File: config.mk
export PLATFORM = sky130hd
export DESIGN_NAME = fetch_ctrl
export DESIGN_NICKNAME = d
export VERILOG_FILES = /design/src/rtl/fetch_pkg.sv /design/src/rtl/fetch_hold_reg.sv /design/src/rtl/fetch_ctrl.sv
export SDC_FILE = /design/constraint.sdc
export NUM_CORES = 1
export LEC_CHECK = 0
export ABC_CLOCK_PERIOD_IN_PS = 4700
export BUFFER_PORTS_ARGS = -buffer_cell sky130_fd_sc_hd__buf_2
export CORE_ASPECT_RATIO = 1.2
export CORE_MARGIN = 10
export CORE_UTILIZATION = 44
export DETAILED_ROUTE_END_ITERATION = 6
export PLACE_DENSITY_LB_ADDON = 0.05
export SLEW_MARGIN = 20
export SYNTH_ARGS = -nofsm -noshare
export SYNTH_HDL_FRONTEND = slang
export SYNTH_HIERARCHICAL = 1
export SYNTH_SLANG_ARGS = --single-unit
File: constraint.sdc
create_clock -name clk -period 4.7 [get_ports clk]
set_input_delay 0.705 -clock clk [delete_from_list [all_inputs] [get_ports clk]]
set_output_delay 0.705 -clock clk [all_outputs]
set_load 0.01 [all_outputs]
File: src/rtl/fetch_pkg.sv
// Shared definitions for the fetch stage: FSM encoding and fetch constants.
package fetch_pkg;

  typedef logic [1:0] state_t;

  localparam state_t ST_IDLE = 2'd0;
  localparam state_t ST_REQ  = 2'd1;
  localparam state_t ST_WAIT = 2'd2;
  localparam state_t ST_HOLD = 2'd3;

  localparam logic [31:0] RESET_PC_DEFAULT = 32'h0000_0000;
  localparam logic [31:0] PC_STEP          = 32'd4;
  localparam logic [31:0] INSTR_NOP        = 32'h0000_0013;

endpackage

File: src/rtl/fetch_hold_reg.sv
// One-entry {pc,instr} holding register presented to decode.
// A drop leaves a NOP in the instruction slot.
module fetch_hold_reg
  import fetch_pkg::*;
#(
  parameter int XLEN = 32
) (
  input  logic            clk,
  input  logic            rst_n,
  input  logic            load_i,
  input  logic            clear_i,
  input  logic            consume_i,
  input  logic [XLEN-1:0] pc_i,
  input  logic [XLEN-1:0] instr_i,
  output logic            valid_o,
  output logic [XLEN-1:0] pc_o,
  output logic [XLEN-1:0] instr_o
);

  logic            valid_q, valid_d;
  logic [XLEN-1:0] pc_q, pc_d;
  logic [XLEN-1:0] instr_q, instr_d;

  always_comb begin
    valid_d = valid_q;
    pc_d    = pc_q;
    instr_d = instr_q;
    if (clear_i) begin
      valid_d = 1'b0;
      instr_d = XLEN'(INSTR_NOP);
    end else if (consume_i) begin
      valid_d = 1'b0;
    end else if (load_i) begin
      valid_d = 1'b1;
      pc_d    = pc_i;
      instr_d = instr_i;
    end
  end

  always_ff @(posedge clk or negedge rst_n) begin
    if (!rst_n) begin
      valid_q <= 1'b0;
      pc_q    <= '0;
      instr_q <= '0;
    end else begin
      valid_q <= valid_d;
      pc_q    <= pc_d;
      instr_q <= instr_d;
    end
  end

  assign valid_o = valid_q;
  assign pc_o    = pc_q;
  assign instr_o = instr_q;

endmodule

File: src/rtl/fetch_ctrl.sv
// Fetch sequencer: PC, single-outstanding IMEM handshake, redirects.
// Define FETCH_CTRL_PERF_EN to build the fetch/redirect counters.
module fetch_ctrl
  import fetch_pkg::*;
#(
  parameter int              XLEN     = 32,
  parameter logic [XLEN-1:0] RESET_PC = RESET_PC_DEFAULT
) (
  input  logic            clk,
  input  logic            reset,
  input  logic            PCSrc_in,
  input  logic [XLEN-1:0] PCimm_in,
  input  logic            id_ready_in,
  input  logic            imem_gnt_in,
  input  logic            imem_rvalid_in,
  input  logic [XLEN-1:0] imem_rdata_in,
  output logic            imem_req_out,
  output logic [XLEN-1:0] imem_addr_out,
  output logic            if_valid_out,
  output logic [XLEN-1:0] if_pc_out,
  output logic [XLEN-1:0] if_instr_out,
  output logic [31:0]     fetch_cnt_out,
  output logic [31:0]     redir_cnt_out
);

  state_t          state_q, state_d;
  logic [XLEN-1:0] pc_q, pc_d;
  logic            kill_q, kill_d;
  logic            hold_load, hold_clear, hold_consume;
  logic [XLEN-1:0] target;
  logic [XLEN-1:0] issued_pc;

  assign target = {PCimm_in[XLEN-1:2], 2'b00};
  // Without a pending kill, pc has advanced exactly once since the grant.
  assign issued_pc = pc_q - XLEN'(PC_STEP);

  always_ff @(posedge clk or negedge reset) begin
    if (!reset) begin
      state_q <= ST_IDLE;
      pc_q    <= RESET_PC;
      kill_q  <= 1'b0;
    end else begin
      state_q <= state_d;
      pc_q    <= pc_d;
      kill_q  <= kill_d;
    end
  end

  always_comb begin
    state_d      = state_q;
    pc_d         = pc_q;
    kill_d       = kill_q;
    hold_load    = 1'b0;
    hold_clear   = 1'b0;
    hold_consume = 1'b0;
    unique case (state_q)
      ST_IDLE: begin
        state_d = ST_REQ;
        if (PCSrc_in) pc_d = target;
      end
      ST_REQ: begin
        if (imem_gnt_in) begin
          state_d = ST_WAIT;
          kill_d  = PCSrc_in;
          pc_d    = PCSrc_in ? target
                             : pc_q + XLEN'(PC_STEP);
        end else if (PCSrc_in) begin
          pc_d = target;
        end
      end
      ST_WAIT: begin
        if (PCSrc_in) pc_d = target;
        if (imem_rvalid_in) begin
          kill_d  = 1'b0;
          state_d = ST_REQ;
          if (!kill_q && !PCSrc_in) begin
            hold_load = 1'b1;
            state_d   = ST_HOLD;
          end
        end else if (PCSrc_in) begin
          kill_d = 1'b1;
        end
      end
      ST_HOLD: begin
        if (PCSrc_in) begin
          hold_clear = 1'b1;
          pc_d       = target;
          state_d    = ST_REQ;
        end else if (id_ready_in) begin
          hold_consume = 1'b1;
          state_d      = ST_REQ;
        end
      end
      default: state_d = ST_IDLE;
    endcase
  end

  always_comb begin
    imem_req_out  = (state_q == ST_REQ);
    imem_addr_out = pc_q;
  end

  fetch_hold_reg #(
    .XLEN (XLEN)
  ) u_hold (
    .clk       (clk),
    .rst_n     (reset),
    .load_i    (hold_load),
    .clear_i   (hold_clear),
    .consume_i (hold_consume),
    .pc_i      (issued_pc),
    .instr_i   (imem_rdata_in),
    .valid_o   (if_valid_out),
    .pc_o      (if_pc_out),
    .instr_o   (if_instr_out)
  );

`ifdef FETCH_CTRL_PERF_EN
  logic [31:0] fetch_cnt_q, fetch_cnt_d;
  logic [31:0] redir_cnt_q, redir_cnt_d;

  // A redirect racing id_ready still retires the held instruction.
  always_comb begin
    fetch_cnt_d = fetch_cnt_q;
    redir_cnt_d = redir_cnt_q;
    if (state_q == ST_HOLD && id_ready_in)
      fetch_cnt_d = fetch_cnt_q + 32'd1;
    if (PCSrc_in)
      redir_cnt_d = redir_cnt_q + 32'd1;
  end

  always_ff @(posedge clk or negedge reset) begin
    if (!reset) begin
      fetch_cnt_q <= '0;
      redir_cnt_q <= '0;
    end else begin
      fetch_cnt_q <= fetch_cnt_d;
      redir_cnt_q <= redir_cnt_d;
    end
  end

  assign fetch_cnt_out = fetch_cnt_q;
  assign redir_cnt_out = redir_cnt_q;
`else
  assign fetch_cnt_out = 32'h0;
  assign redir_cnt_out = 32'h0;
`endif

endmodule

Word-level counts from Yosys, hierarchy flattened
Cells that the tools add are included.

storage, ports and cells
  register bits after elaboration = 100
  output and inout port bits = 162
  word-level logic and storage cells = 58

cells by class
  add/sub/neg operators = 2
  equality and inequality tests = 8
  muxes and demuxes = 28
  bitwise gates (word level) = 2
  reductions and logical operators = 12

operators with widths
  operator               number
  $mux 32                6
  $pmux 32 s2            1
  $add 32x3->32 const B  1
  $sub 32x3->32 const B  1
  $mux 1                 14
  $mux 2                 5
  $reduce_and 3->1       3
  $pmux 2 s4             1
  $ne 2x2->1 const B     3
  $ne 3x3->1 const B     2
  $eq 2x2->1 const B     2
  $reduce_bool 2->1      2
  $reduce_bool 3->1      1
  $reduce_or 3->1        1
  $eq 2x1->1 const B     1
  $logic_not 1->1        2
  $logic_not 2->1        1
  $not 1->1              2
  $pmux 1 s2             1
  $reduce_and 2->1       1
  $logic_and 1x1->1      1

Logic depth before layout (Yosys ltp)
  word-level depth = 8
  gate-level depth with buffers = 9

Cells and area by module
The synthesis kept the hierarchy.

modules (own cells, without submodules)
  module          instances  cells an instance  area an instance (um2)  sequential area each (um2)
  fetch_ctrl      1          388                3,201.8                 875.8
  fetch_hold_reg  1          212                2,524.9                 1,626.6

Worst setup path after synthesis
No wires, ideal clock.

  path kind = input to register
  start = in PCSrc_in
  end = reg u_hold.pc_q[10], in the netlist u_hold/pc_o[10]
  setup time = 125 ps
  arrival time = 2,148 ps
  path slack = 2,427 ps
  stages on the path = 7
  buffers on the path = 4
  path through = clkbuf_1 -> clkbuf_1 -> and2_1 -> buf_6 -> nor3b_4 -> buf_6 -> mux2_2

between the ends
  elaborated cells between the ends (all ways) = 12
  those cells by class = mux (7); bitwise (2); reduce/logical (3)

RTL lines
  element                     RTL line              RTL
  start: declaration          fetch_ctrl.sv:11      input logic PCSrc_in,
  $mux 1                      fetch_ctrl.sv:85      if (PCSrc_in) begin
  $mux 1                      fetch_ctrl.sv:56      unique case (state_q)
  net hold_clear              fetch_ctrl.sv:29      logic hold_load, hold_clear, hold_consume;
  $not 1->1 (no line)         n/a
  $reduce_and 3->1 (no line)  n/a
  end signal: assignment      fetch_hold_reg.sv:47  pc_q <= pc_d;
  end: declaration            fetch_hold_reg.sv:21  logic [XLEN-1:0] pc_q, pc_d;

The timed path passes the listed nets, and every way through them passes these cells.
A chain may end at the register's enable or synchronous reset.

Final worst setup path
  start = reg state_q[1]
  end = reg pc_q[27], in the netlist imem_addr_out[27]

between the ends
  longest elaborated chain between the ends = 3
  elaborated cells between the ends (all ways) = 6
  those cells by class = eq/ne (3); mux (1); reduce/logical (2)

ends and longest elaborated chain
  element                                               RTL line          RTL
  start: declaration                                    fetch_ctrl.sv:26  state_t state_q, state_d;
  start signal: assignment                              fetch_ctrl.sv:43  state_q <= state_d;
  $eq 2x2->1 / $logic_not 2->1 (equally long branches)  fetch_ctrl.sv:56
  $reduce_or 3->1 (no line)                             n/a
  $pmux 32 s2 *                                         fetch_ctrl.sv:56
  net pc_d[27]                                          fetch_ctrl.sv:27  logic [XLEN-1:0] pc_q, pc_d;
  end signal: assignment                                fetch_ctrl.sv:44  pc_q <= pc_d;
  end: declaration                                      fetch_ctrl.sv:27

The timed path passes the listed nets; every way through them passes the cells marked *.

==> results.json <==
{
  "run_status": "completed",
  "via_count_of_the_first_global_routing_pass": 4642,
  "ys_async_sr_fraction_pct": 100,
  "dieWidth_um": 124,
  "drc_violations": 0,
  "final.setup.tns_ns": 0,
  "p_leak_nw": 3.22,
  "routed-via-count": 4595,
  "crit_arrival_ns": 2.99,
  "p_int_mw": 2.04,
  "vdd_ir_drop_max_uv": 212,
  "worst_clock_skew_ns": 0.00939,
  "post_cts_hold_buffer_count": 0,
  "detailedRoute.firstPassIterationCount": 4,
  "grt_util_all_layers_pct": 16.9,
  "mappedNetlistArea_mm2": 0.00573,
  "rsz0062_at_grt": "no",
  "critical_path_peak_fanout": 20,
  "ant_nets": 0,
  "core_mm2": 0.0127,
  "grt_first_pass_wirelength_um": 24900,
  "root_driver": "clkbuf_16",
  "post_synth_inst_count": 600,
  "synth.area.top_cells": "dfrtp_1, buf_4, nand2_1",
  "design.portCount": 232,
  "port-buffer-count": 165,
  "synthTopCellsByCount": "dfrtp_1, nand2_1, buf_4",
  "starting_density_of_the_core_pct": 45.0,
  "min_period_ns": 2.72,
  "highest_cell_delay_on_the_worst_timing_path_ns": 0.71,
  "detailroute.wirelength.met2_um": 7660,
  "area_growth_pct": 15.4,
  "num-fill-cells": 1242,
  "via_per_inst": 5.08,
  "clock_path_buffers": 2,
  "max_cap_viol_count": 0,
  "cts.sinks": 100,
  "power.share.sequential_pct": 42.8,
  "htreeDepth": 3,
  "clock_transition_at_the_register_clock_pins_on_the_worst_setup_and_hold_paths_after_cts_ns": 0.07,
  "min_period_over_period_pct": 57.9,
  "power_switching_mw": 1.08,
  "setup_viol_count_final": 0,
  "synth_sequential_area_ratio_pct": 43.7,
  "cts_post_setup_buffers_inserted": 0,
  "finalNetCount": 811,
  "synth-edff-count": 0,
  "drt_iter0_drc": 229,
  "p_clk_share_pct": 24.4,
  "die_y_um": 145,
  "row_count": 45,
  "worstPathBufferInverterCount": 1,
  "wl_met1_um": 6670,
  "finalHoldViolCount": 0,
  "critPathCaptureType": "flop",
  "worst-endpoint-required_ns": 4.97,
  "critPathTopFamily": "simple AND/OR/NAND/NOR gates",
  "syn_avg_cell_area_um2": 9.54,
  "area_of_the_multi_input_gates_mm2": 0.00270,
  "synth_seq_cells": 100,
  "clock_tree_from_tritoncts": "yes",
  "netlist-cell-type-count": 45,
  "yosys.area.top_type": "dfrtp_1",
  "highest-signal-layer": "met4",
  "synthesis.yosys.warnings": 6,
  "synth_top_area_share_pct": 43.7,
  "max_freq_ghz": 0.367,
  "share_of_cells_above_drive_strength_1_pct": 30.7,
  "global_route.overflow_total": 0,
  "cts_buffers": 9,
  "regArea_mm2": 0.00250,
  "wl_per_cell_um": 17.5,
  "power.density_mw_per_mm2": 472,
  "r2r-start": "state_q[1]",
  "detailed_place_hpwl_um": 11700,
  "synth_ff_type": "dfrtp_1",
  "timing.max_slew.rel_slack_pct": 43.0,
  "yosys.cell_count.top_type": "dfrtp_1",
  "timing.critical_path.from_type": "flop",
  "setup.worst_path.start": "state_q[1]",
  "worstSetupPathType": "flop to flop",
  "cp_slowest_cell": "or4_1",
  "grt_max_degree": 67,
  "wl_met3_um": 1370,
  "initial_antenna_violation_count": 1,
  "maxSlewViolCount": 0,
  "worst_hold_slack_ns": 0.458,
  "cts_resized": 0,
  "place.gp.congestion": 0.793,
  "routed_wl_um": 15800,
  "power_frac_comb_pct": 32.8,
  "worstHoldPathType": "input port to async pin",
  "die_area_mm2": 0.0180,
  "switching_power_share_of_the_total_pct": 34.5,
  "crit_chain": "inv_1, ha_1, and2_1, nand4_1, or4_1, a31oi_1",
  "worstSkewPairLatency_ns": 0.35,
  "worst_slew_pin_slew_ns": 0.856
}
state kept, by name (all words and copies together) (netlist names):
signal and count:
kill_q 1, u_hold/valid_o 1, u_hold/instr_o 32, state_q 2, imem_addr_out 32, u_hold/pc_o 32
cell families (layout without fill, tap and decap cells):
family | after synthesis | after routing | synth area share, %
DFF | 100 | 100 | 43.7
adders and majority gates | 6 | 6 | 1.31
other | 1 | 65 | 0.0655
xor gates and xnor gates | 36 | 36 | 5.51
AOI/OAI and AO/OA | 81 | 81 | 8.43
and+or+nand+nor | 222 | 222 | 20.7
muxes | 35 | 35 | 6.84
buffers and inverters | 119 | 195 | 13.5
layer usage:
layer  track usage [%]  vias to the layer above
met2              27.8                      153
met4              4.27                        0
met1              21.0                     2224
li1                  -                     2204
met5                 0                        -
met3              4.96                       14
cell usage in the layout, fill, tap and decap left out, types with 7 or more instances in the layout:
cell / instances
o21ai_0: 13
dfrtp_1: 100
and3_1: 7
a31oi_1: 14
mux2_2: 29
a21oi_1: 32
or4_1: 20
nand2_1: 92
xnor2_1: 10
buf_2: 164
clkbuf_16: 9
nand3_1: 16
nor2_1: 23
inv_1: 11
nand4_1: 11
xor2_1: 26
nor3_1: 13
conb_1: 64
o31ai_1: 13
metrics by stage:
stage	cells	setup slack, ns	util (%)	total power [mW]	cell area (um2)
6_report	904	1.98	51.9	3.12	6610
5_1_grt	904	1.68	51.9	3.34	6610
4_1_cts	903	1.96	51.9	3.17	6610
3_5_place_dp	888	1.86	49.6	2.40	6310
3_3_place_gp	888	1.77	49.5	2.36	6300
2_1_floorplan	663	2.43	-	1.97	5960
worst paths after layout:
check	depth (start not counted)	slack [ns]	to
max in group asynchronous	2	3.19	imem_addr_out[29]
max	6	1.98	imem_addr_out[27]
min reg2reg	1	0.48	u_hold/pc_o[24]
max reg2reg	6	1.98	imem_addr_out[27]
min	1	0.46	u_hold/pc_o[21]
min in group clk	1	0.48	u_hold/pc_o[24]
power groups by stage:
stage	clock network [mW]	logic [mW]	registers (mW)
after floorplan	0	0.522	1.45
after global placement	0	1.02	1.34
after detailed placement	0	1.04	1.35
after CTS	0.781	1.05	1.34
after global routing	0.815	1.15	1.38
final	0.762	1.02	1.33
worst register-to-register path, stage by stage, from the launching register on:
cell,delay (ns)
dfrtp_1,0.41
inv_1,0.09
ha_1,0.21
and2_1,0.36
nand4_1,0.69
or4_1,0.71
a31oi_1,0.18
final cells by class:
| type | count | share of cell area, % |
|---|---|---|
| antenna | 1 | 0.0379 |
| clock buffer | 11 | 3.82 |
| clock inverter | 4 | 0.738 |
| inverter | 11 | 0.625 |
| multi-input combinational | 444 | 40.8 |
| sequential | 100 | 37.9 |
| tap | 164 | 3.10 |
| timing repair buffer | 169 | 13.0 |
No activity file was read; power rests on OpenSTA's default activity.
